$ cat src/rtl/mem_sweep_pkg.sv
// Shared types and constants for the memory sweep sequencer.
package mem_sweep_pkg;

    typedef logic [1:0] state_t;

    localparam state_t ST_IDLE  = 2'd0;
    localparam state_t ST_RUN   = 2'd1;
    localparam state_t ST_DRAIN = 2'd2;
    localparam state_t ST_DONE  = 2'd3;

    localparam logic OP_FILL   = 1'b0;
    localparam logic OP_VERIFY = 1'b1;

endpackage

$ cat src/rtl/mem_sweep_check.sv
// Read-back checker: registers the expected word and address of each read,
// compares one cycle later, keeps sticky error state (err_count under MEM_SWEEP_ERR_CNT_EN).
module mem_sweep_check
    import mem_sweep_pkg::*;
#(
    parameter int ADDR_W = 8,
    parameter int DATA_W = 8
) (
    input  logic              clock,
    input  logic              clear,
    input  logic              clr_err,
    input  logic              rd_en,
    input  logic [ADDR_W-1:0] rd_addr,
    input  logic [DATA_W-1:0] rd_exp,
    input  logic [DATA_W-1:0] rdata,
`ifdef MEM_SWEEP_ERR_CNT_EN
    output logic [ADDR_W:0]   err_count,
`endif
    output logic              error,
    output logic [ADDR_W-1:0] err_addr
);

    logic              pend_q, pend_d;
    logic [DATA_W-1:0] exp_q, exp_d;
    logic [ADDR_W-1:0] addr_q, addr_d;
    logic              error_q, error_d;
    logic [ADDR_W-1:0] err_addr_q, err_addr_d;
    logic              mismatch;

    assign mismatch = pend_q && (rdata != exp_q);

`ifdef MEM_SWEEP_ERR_CNT_EN
    logic [ADDR_W:0] err_count_q, err_count_d;

    always_comb begin
        err_count_d = err_count_q;
        if (clr_err)
            err_count_d = '0;
        else if (mismatch && (err_count_q != '1))
            err_count_d = err_count_q + {{ADDR_W{1'b0}}, 1'b1};
    end

    always_ff @(posedge clock) begin
        if (!clear)
            err_count_q <= '0;
        else
            err_count_q <= err_count_d;
    end

    assign err_count = err_count_q;
`endif

    always_comb begin
        pend_d     = rd_en;
        exp_d      = rd_exp;
        addr_d     = rd_addr;
        error_d    = error_q;
        err_addr_d = err_addr_q;
        if (clr_err) begin
            error_d    = 1'b0;
            err_addr_d = '0;
        end else if (mismatch) begin
            error_d = 1'b1;
            // only the first mismatch of a sweep is reported
            if (!error_q)
                err_addr_d = addr_q;
        end
    end

    always_ff @(posedge clock) begin
        if (!clear) begin
            pend_q     <= 1'b0;
            exp_q      <= '0;
            addr_q     <= '0;
            error_q    <= 1'b0;
            err_addr_q <= '0;
        end else begin
            pend_q     <= pend_d;
            exp_q      <= exp_d;
            addr_q     <= addr_d;
            error_q    <= error_d;
            err_addr_q <= err_addr_d;
        end
    end

    assign error    = error_q;
    assign err_addr = err_addr_q;

endmodule

$ cat src/rtl/mem_sweep_ctrl.sv
// Fill / verify sweep sequencer driving an external address counter and memory.
// Optional err_count output when MEM_SWEEP_ERR_CNT_EN is defined.
module mem_sweep_ctrl
    import mem_sweep_pkg::*;
#(
    parameter int ADDR_W = 8,
    parameter int DATA_W = 8
) (
    input  logic              clock,
    input  logic              clear,
    input  logic              start,
    input  logic              op_verify,
    input  logic [ADDR_W-1:0] start_addr,
    input  logic [ADDR_W-1:0] end_addr,
    input  logic [DATA_W-1:0] pattern,
    output logic              busy,
    output logic              done,
    output logic              error,
    output logic [ADDR_W-1:0] err_addr,
`ifdef MEM_SWEEP_ERR_CNT_EN
    output logic [ADDR_W:0]   err_count,
`endif
    output logic              cnt_load,
    output logic              cnt_enable,
    output logic              cnt_tick,
    output logic              cnt_up,
    output logic [ADDR_W-1:0] cnt_load_data,
    input  logic [ADDR_W-1:0] cnt_value,
    output logic [ADDR_W-1:0] mem_addr,
    output logic              mem_we,
    output logic              mem_re,
    output logic [DATA_W-1:0] mem_wdata,
    input  logic [DATA_W-1:0] mem_rdata
);

    state_t            state_q, state_d;
    logic              dir_q, dir_d;
    logic              verify_q, verify_d;
    logic [ADDR_W-1:0] end_q, end_d;
    logic [DATA_W-1:0] pattern_q, pattern_d;
    logic [DATA_W-1:0] exp_data;
    logic              accept;
    logic              at_end;

    // a start coinciding with reset must not disturb the counter
    assign accept   = clear && start && (state_q == ST_IDLE);
    assign at_end   = (cnt_value == end_q);
    assign exp_data = pattern_q ^ DATA_W'(cnt_value);

    always_comb begin
        state_d       = state_q;
        dir_d         = dir_q;
        verify_d      = verify_q;
        end_d         = end_q;
        pattern_d     = pattern_q;
        cnt_load      = 1'b0;
        cnt_enable    = 1'b0;
        cnt_tick      = 1'b0;
        cnt_up        = 1'b0;
        cnt_load_data = '0;
        mem_we        = 1'b0;
        mem_re        = 1'b0;
        mem_wdata     = '0;
        case (state_q)
            ST_IDLE: begin
                if (accept) begin
                    cnt_load      = 1'b1;
                    cnt_tick      = 1'b1;
                    cnt_load_data = start_addr;
                    dir_d         = (end_addr >= start_addr);
                    verify_d      = op_verify;
                    end_d         = end_addr;
                    pattern_d     = pattern;
                    state_d       = ST_RUN;
                end
            end
            ST_RUN: begin
                cnt_up = dir_q;
                if (verify_q == OP_VERIFY) begin
                    mem_re = 1'b1;
                end else begin
                    mem_we    = 1'b1;
                    mem_wdata = exp_data;
                end
                if (!at_end) begin
                    cnt_enable = 1'b1;
                    cnt_tick   = 1'b1;
                end else begin
                    state_d = (verify_q == OP_VERIFY) ? ST_DRAIN : ST_DONE;
                end
            end
            ST_DRAIN: state_d = ST_DONE;
            default:  state_d = ST_IDLE;
        endcase
    end

    always_ff @(posedge clock) begin
        if (!clear) begin
            state_q   <= ST_IDLE;
            dir_q     <= 1'b0;
            verify_q  <= OP_FILL;
            end_q     <= '0;
            pattern_q <= '0;
        end else begin
            state_q   <= state_d;
            dir_q     <= dir_d;
            verify_q  <= verify_d;
            end_q     <= end_d;
            pattern_q <= pattern_d;
        end
    end

    assign busy     = (state_q == ST_RUN) || (state_q == ST_DRAIN);
    assign done     = (state_q == ST_DONE);
    assign mem_addr = cnt_value;

    mem_sweep_check #(
        .ADDR_W (ADDR_W),
        .DATA_W (DATA_W)
    ) u_check (
        .clock     (clock),
        .clear     (clear),
        .clr_err   (accept),
        .rd_en     (mem_re),
        .rd_addr   (cnt_value),
        .rd_exp    (exp_data),
        .rdata     (mem_rdata),
`ifdef MEM_SWEEP_ERR_CNT_EN
        .err_count (err_count),
`endif
        .error     (error),
        .err_addr  (err_addr)
    );

endmodule

$ cat config.mk
export PLATFORM = sky130hd
export DESIGN_NAME = mem_sweep_ctrl
export DESIGN_NICKNAME = d
export VERILOG_FILES = /design/src/rtl/mem_sweep_pkg.sv /design/src/rtl/mem_sweep_check.sv /design/src/rtl/mem_sweep_ctrl.sv
export SDC_FILE = /design/constraint.sdc
export NUM_CORES = 1
export LEC_CHECK = 0
export ABC_AREA = 1
export BUFFER_PORTS_ARGS = -buffer_cell sky130_fd_sc_hd__buf_2
export CAP_MARGIN = 40
export CORE_MARGIN = 3
export CORE_UTILIZATION = 40
export CTS_BUF_LIST = sky130_fd_sc_hd__clkbuf_8 sky130_fd_sc_hd__clkbuf_16
export CTS_CLUSTER_DIAMETER = 30
export DETAILED_ROUTE_END_ITERATION = 7
export PLACE_DENSITY = 0.66
export SLEW_MARGIN = 15
export SYNTH_ARGS = -nofsm -noshare
export SYNTH_HDL_FRONTEND = slang
export SYNTH_SLANG_ARGS = --single-unit
$ cat constraint.sdc
create_clock -name clock -period 3 [get_ports clock]
set_input_delay 0.15 -clock clock [delete_from_list [all_inputs] [get_ports clock]]
set_output_delay 0.15 -clock clock [all_outputs]
set_load 0.01 [all_outputs]
=== Yosys cells after proc, flatten, opt, wreduce, memory -nomap -nowiden ===
Cells that the tools add are included.
Widths: inputs -> output; s select.

* ROM bits: 0
* Memory bits (writable): 0
* Bits in latches: 0
* Register bits: 46
* Memories: 0
* Output and inout bits: 41
* Logic and storage cells: 48

* Shift operators: 0
* Add/subtract/negate cells: 0
* Magnitude comparators: 1
* Multipliers: 0
* Bitwise operators: 3
* Mux-type cells: 18
* Divide/modulo/power cells: 0
* Reduce and logical (&&, ||, !) cells: 9
* Equality and inequality tests: 7

{| class="wikitable"
|+ Operators by type and width
! cell !! number
|-
| $mux 8 || 4
|-
| $mux 1 || 10
|-
| $eq 8x8->1 || 1
|-
| $ge 8x8->1 || 1
|-
| $ne 8x8->1 || 1
|-
| $xor 8x8->8 || 1
|-
| $pmux 2 s3 || 1
|-
| $reduce_and 2->1 || 3
|-
| $eq 2x2->1 const B || 2
|-
| $mux 2 || 2
|-
| $ne 2x2->1 const B || 2
|-
| $logic_and 1x1->1 || 3
|-
| $eq 2x1->1 const B || 1
|-
| $logic_not 2->1 || 1
|-
| $not 1->1 || 2
|-
| $pmux 1 s2 || 1
|-
| $reduce_or 2->1 || 1
|-
| $logic_or 1x1->1 || 1
|}

=== Longest topological paths before layout ===
Gate-level depths: netlist of the first run.

* Depth in word-level cells: 4
* Gate-level depth with buffers: 10
* Depth with buffers taken out: 10

=== Modules after synthesis ===
A second synthesis of the first run with hierarchy kept.

* Cells, all modules: 359
* Area, all modules: 2444.8 um^2

{| class="wikitable"
|+ By module, submodules not included
! module !! instances !! cells each !! area an instance (um^2)
|-
| mem_sweep_ctrl || 1 || 207 || 1375.1
|-
| mem_sweep_check || 1 || 152 || 1069.8
|}

=== Worst setup path before layout of the first run ===
OpenSTA, ideal clock, no wires.

* Path kind: register to register
* From: register state_q[0]
* To: register end_q[3]
* Path slack: 1.618 ns
* Buffers on the path: 1
* Period minus slack after synthesis: 1.382 ns
* Arrival time: 1.266 ns
* Data required time: 2.883 ns
* Cell stages (with the launch flop): 7
* Path through: dfxtp_1 inv_1 ha_1 nand3_2 clkinv_4 buf_4 a22o_1

* Longest elaborated chain between the ends: 3

{| class="wikitable"
|+ RTL lines
! what !! line !! source
|-
| start: declaration || mem_sweep_ctrl.sv:36 || <nowiki>state_t state_q, state_d;</nowiki>
|-
| start signal: assignment || mem_sweep_ctrl.sv:105 || <nowiki>state_q <= state_d;</nowiki>
|-
| $logic_not 2->1 * || mem_sweep_ctrl.sv:46, mem_sweep_ctrl.sv:64 ||
|-
| $logic_and 1x1->1 || mem_sweep_ctrl.sv:46 || <nowiki>assign accept = clear && start && (state_q == ST_IDLE);</nowiki>
|-
| $reduce_and 2->1 (no source line) * || -- ||
|-
| end signal: assignment || mem_sweep_ctrl.sv:108 || <nowiki>end_q <= end_d;</nowiki>
|-
| end: declaration || mem_sweep_ctrl.sv:39 || <nowiki>logic [ADDR_W-1:0] end_q, end_d;</nowiki>
|}

Mark *: on every way between the ends. The rest lies on a longest branch, timed or not.
A chain may end at the register's enable or synchronous reset.

=== Worst setup path in the final report of the first run ===
* From: register state_q[0]
* To: register end_q[5]

Same word-level chain as after synthesis.

==> results of run 1 <==
[how the worst max path moves through the flow]
stage / start / to / slack [ns] / cells past startpoint
4_1_cts: state_q[0] / end_q[5] / 0.91 / 7
6_report: state_q[0] / end_q[5] / 0.96 / 7
5_1_grt: state_q[1] / end_q[1] / 0.69 / 7
3_5_place_dp: state_q[0] / end_q[5] / 0.93 / 7
2_1_floorplan: state_q[0] / end_q[3] / 1.62 / 6
3_3_place_gp: state_q[0] / end_q[1] / 1.04 / 7
[layout make-up]
class / instances / area (um^2) / share of cell area
repair buffers: 84 / 420 / 0.149
flip-flops and latches: 46 / 921 / 0.327
multi-input cells: 180 / 1030 / 0.366
clock buffers: 6 / 82.6 / 0.0293
well taps: 70 / 87.6 / 0.0311
clock inverters: 1 / 30.0 / 0.0106
inverters: 64 / 245 / 0.0870
[critical path, stage by stage (launching register included)]
cell and delay, ns:
dfxtp_1 0.41, inv_1 0.08, ha_1 0.24, nand3_2 0.25
clkinv_4 0.21, nor2_4 0.44, inv_1 0.16, o21ai_0 0.18
[placed cells by master (no fill, tap or decap), types with 2 or more instances in the layout]
cell type and instances:
buf_2 84, nand2_1 64, inv_1 61, dfxtp_1 46, nor2_1 41, xnor2_1 20, a22o_1 13, ha_1 13
nand4_1 9, a21oi_1 7, clkbuf_8 6, o21ai_0 4, nand3_1 2
[logic make-up after synthesis]
kind of cell               Yosys count
and+or+nand+nor                    120
AOI/OAI and AO/OA                   27
buffers and inverters               78
adders and majority gates           13
xor gates and xnor gates            20
DFF                                 46
[sequential cells by signal, indices dropped and copies added, names as in the netlist]
register / count
u_check.error: 1
pattern_q: 8
state_q: 2
u_check.pend_q: 1
end_q: 8
dir_q: 1
verify_q: 1
u_check.exp_q: 8
u_check.err_addr: 8
u_check.addr_q: 8
[layer usage]
metal / routed length (um) / up-vias
met1: 2210 / 824
met5: 0 / -
met3: 395 / 10
li1: - / 1075
met4: 100 / 0
met2: 2210 / 62
[stage by stage]
step | hold slack (ns) | utilization | area, um^2
after floorplan | 0.243 | - | 2300
after global placement | 0.366 | 0.508 | 2710
after detailed placement | 0.371 | 0.508 | 2710
after CTS | 0.0609 | 0.529 | 2820
after global routing | 0.0553 | 0.529 | 2820
final | 0.0703 | 0.529 | 2820
[power groups by stage]
stage / sequential (uW) / clock [uW] / combinational, uW
2_1_floorplan: 759 / 0 / 421
3_3_place_gp: 768 / 0 / 587
3_5_place_dp: 771 / 0 / 592
4_1_cts: 758 / 469 / 595
5_1_grt: 770 / 499 / 668
6_report: 758 / 460 / 586
==> impl_metrics.yaml, run 1 <==
run_status:
  status: "completed"
sta:
  relSlewSlack: 0.673
  setup_viol: 0
  finalHoldViolCount: 0
  finClkSkew_ns: 0.00718
  tns_ns: 0
  period_share: 0.681
  max_freq_mhz: 490
  fin_crit_ns: 2.04
  drv_slew: 0
  worst_pin_slew_ns: 0.490
  timing.final.ws_setup_ns: 0.957
  rsz0062_at_grt: "no"
die:
  core_area_mm2: 0.00534
  io-pin-count: 85
  die_y_um: 81.8
  die_x_um: 81.8
  row_count: 26
  start_util: 0.431
  fp.dieArea_mm2: 0.00670
global_routing:
  grt.overflow.total: 0
  grt.busiest_layer: "met2"
  grt_max_degree: 24
  grtUsageTotal: 0.157
  grt_pass1_vias: 1899
  grt_use_met1: 0.180
  grt_util_met3: 0.0526
  grt_pass1_wl_mm: 8.07
  met2_usage: 0.266
  antenna_found_initial: 0
synthesis:
  syn_avg_cell_area_um2: 7.57
  synthArstFlopShare: 0
  yosysMostFrequentCell: "nand2_1"
  syn_area_mm2: 0.00230
  synth_top_family_by_area: "simple AND/OR/NAND/NOR gates"
  synth_xor_area_frac: 0.0761
  synth_top_cells_by_count: "64 x nand2_1, 61 x inv_1, 46 x dfxtp_1"
  yosys.area.top_type: "dfxtp_1"
  synth_seq_area_share: 0.400
  synth_top_area_share: 0.400
  ys_warn_count: 0
  synth.area.top_cells: "dfxtp_1 40%, nand2_1 10%, inv_1 10%, xnor2_1 7.6%, ha_1 7.1%"
  synth_mux_area_frac: 0
  synth_fa_ha_area_frac: 0.0707
  synth_enable_flop_cells: 0
  synthSimpleGateAreaFrac: 0.220
  synth_flop_cell: "dfxtp_1"
  synth_cell_types: 25
  syn-num-nets: 361
  ys_ff_latch: 46
  syn_inst: 304
  synth_compound_area_frac: 0.0827
power_and_ir_drop:
  vdd_drop_max_mv: 0.321
  internal-power_uw: 1210
  p_leak_uw: 0.00154
  p_seq_frac: 0.420
  power_frac_clock: 0.255
  p_comb_frac: 0.325
  totalPowerFinal_uw: 1800
  power-per-cell-area_mw_per_mm2: 640
  p_sw_frac: 0.327
  switching_power_uw: 589
min_path:
  hp-class: "primary input to flop"
  whs_path_depth: 3
  min_from: "op_verify"
  holdPathEnd: "verify_q"
cts:
  cts_setup_buffers: 0
  root_buffer: "clkbuf_8"
  numCtsBuffers: 5
  clkLatencyLatePin_ns: 0.29
  clk_pin_slew_ns: 0.08
  cts_hold_buf: 0
  clk_path_buf_depth: 2
  htreeDepth: 2
  ctsResizeCount: 0
  cts_sinks: 46
  cts_tree: "built"
place:
  pre_cts_slack_ns: 0.928
  gp_congestion: 0.769
  port_buffers: 84
  place_inst: 444
  dp_hpwl_mm: 3.94
finish:
  instances_no_fill: 451
  nets: 438
  num_antenna_cells: 0
  nFillCells: 518
  syn_to_final_growth_pct: 22.6
  drive_gt1_frac: 0.255
route:
  vias_per_cell: 4.37
  wl_per_cell_um: 10.9
  drcViolationCount: 0
  drt-pass1-iter-count: 4
  routed_wl_mm: 4.92
  via_count: 1971
  detail-route-antenna-nets: 0
  first_iter_violations: 39
setup_path:
  worstReg2RegStart: "state_q[0]"
  start_kind: "flop"
  r2r_slack_ns: 0.96
  worstPathMaxFanout: 23
  cp.required_ns: 3.22
  cp.arrival_ns: 2.26
  end_kind: "flop"
  crit_type: "flop to flop"
  rr_endpoint: "end_q[5]"
  ff2ff_path_depth: 7
flow_run:
  maxCapViolations: 0
Power figures use the tool's default switching activity.
==> run 2: changes to the inputs <==
==> constraint.sdc (replaced) <==
create_clock -name clock -period 2.05 [get_ports clock]
set_input_delay 0.1025 -clock clock [delete_from_list [all_inputs] [get_ports clock]]
set_output_delay 0.1025 -clock clock [all_outputs]
set_load 0.01 [all_outputs]
==> impl_metrics.yaml, run 2 (same netlist as run 1, synthesis figures left out) <==
cts:
  cts_hold_buf: 0
  clk_path_buf_depth: 2
  root_buffer: "clkbuf_8"
  cts_tree: "built"
  cts_sinks: 46
  numCtsBuffers: 5
  htreeDepth: 2
  clkLatencyLatePin_ns: 0.29
  clk_pin_slew_ns: 0.08
  cts_setup_buffers: 0
  ctsResizeCount: 0
place:
  port_buffers: 84
  dp_hpwl_mm: 3.82
  gp_congestion: 0.768
min_path:
  min_from: "op_verify"
  hp-class: "primary input to flop"
  whs_path_depth: 3
  holdPathEnd: "verify_q"
setup_path:
  cp.required_ns: 1.95
  crit_type: "flop to output pin"
  start_kind: "flop"
  worstPathMaxFanout: 8
  rr_endpoint: "pattern_q[4]"
  worstReg2RegStart: "state_q[0]"
  end_kind: "output pin"
  ff2ff_path_depth: 7
  cp.arrival_ns: 1.71
  r2r_slack_ns: 0.34
die:
  row_count: 26
  die_y_um: 81.8
  die_x_um: 81.8
  fp.dieArea_mm2: 0.00670
  io-pin-count: 85
  core_area_mm2: 0.00534
  start_util: 0.431
power_and_ir_drop:
  p_leak_uw: 0.00155
  power-per-cell-area_mw_per_mm2: 926
  vdd_drop_max_mv: 0.431
run_status:
  status: "completed"
route:
  vias_per_cell: 4.27
  wl_per_cell_um: 10.6
  via_count: 1937
  routed_wl_mm: 4.81
  drcViolationCount: 0
  drt-pass1-iter-count: 4
  first_iter_violations: 31
  detail-route-antenna-nets: 0
global_routing:
  grt.busiest_layer: "met2"
  grt.overflow.total: 0
  grtUsageTotal: 0.151
  grt_max_degree: 19
  grt_use_met1: 0.181
  met2_usage: 0.248
  grt_pass1_wl_mm: 7.65
  antenna_found_initial: 0
  grt_pass1_vias: 1763
  grt_util_met3: 0.0537
sta:
  tns_ns: 0
  finalHoldViolCount: 0
  max_freq_mhz: 553
  worst_pin_slew_ns: 0.351
  relSlewSlack: 0.765
  setup_viol: 0
  period_share: 0.882
  drv_slew: 0
  fin_crit_ns: 1.81
  rsz0062_at_grt: "no"
  finClkSkew_ns: 0.00474
finish:
  drive_gt1_frac: 0.260
  final_common_cell: "buf_2"
  num_antenna_cells: 0
  fin_util: 0.531
  nets: 440
  syn_to_final_growth_pct: 23.1
  final_cell_mix: "84 x buf_2, 64 x nand2_1, 61 x inv_1"
flow_run:
  maxCapViolations: 0
run 2: changes by cell type in the layout (fill, tap and decap cells not counted), sizes merged:
cell	before	now
buf	84	86
clkbuf	6	5
clkinv	2	4
run 2: power breakdown:
part	switching [uW]	internal, uW	leakage [uW]
clock network	290	359	0.0000579
registers	87.4	1020	0.000379
logic	489	376	0.00112
run 2: critical path, cell delays in order, from the launching register on:
cell and delay [ns]:
dfxtp_1 0.36, inv_1 0.09, ha_1 0.23, inv_1 0.05, nor2_1 0.17, inv_1 0.18, nor2_1 0.17, buf_2 0.15
run 2: layer usage:
| metal | share of wire | up-vias |
|---|---|---|
| met5 | 0 | - |
| met3 | 0.070 | 7 |
| met1 | 0.45 | 800 |
| met2 | 0.46 | 59 |
| met4 | 0.014 | 0 |
| li1 | - | 1071 |
run 2: layout make-up:
cell class | count | area, um^2
clock buffer | 5 | 68.8
clock inverter | 3 | 40.0
fill | 534 | 2500
inverter | 64 | 245
multi-input combinational | 180 | 1030
sequential | 46 | 921
tap | 70 | 87.6
timing repair buffer | 86 | 435
run 2: worst max-delay path by stage:
stage | start | endpoint | cells after the start
floorplan | state_q[0] | end_q[3] | 6
global placement | state_q[0] | pattern_q[1] | 7
detailed placement | state_q[0] | pattern_q[5] | 7
CTS | state_q[1] | mem_wdata[1] | 7
global route | state_q[1] | mem_wdata[5] | 7
finish | state_q[1] | mem_wdata[1] | 7
run 2: per-stage QoR:
stage	cell area [um^2]	setup WS, ns	power, uW	hold slack (ns)	instances
6_report	2830	0.242	2620	0.0115	454
5_1_grt	2830	0.115	2820	0.00953	454
4_1_cts	2830	0.230	2660	0.00513	454
3_5_place_dp	2720	0.344	2010	0.322	446
3_3_place_gp	2720	0.436	1990	0.322	446
2_1_floorplan	2300	0.668	1730	0.196	304
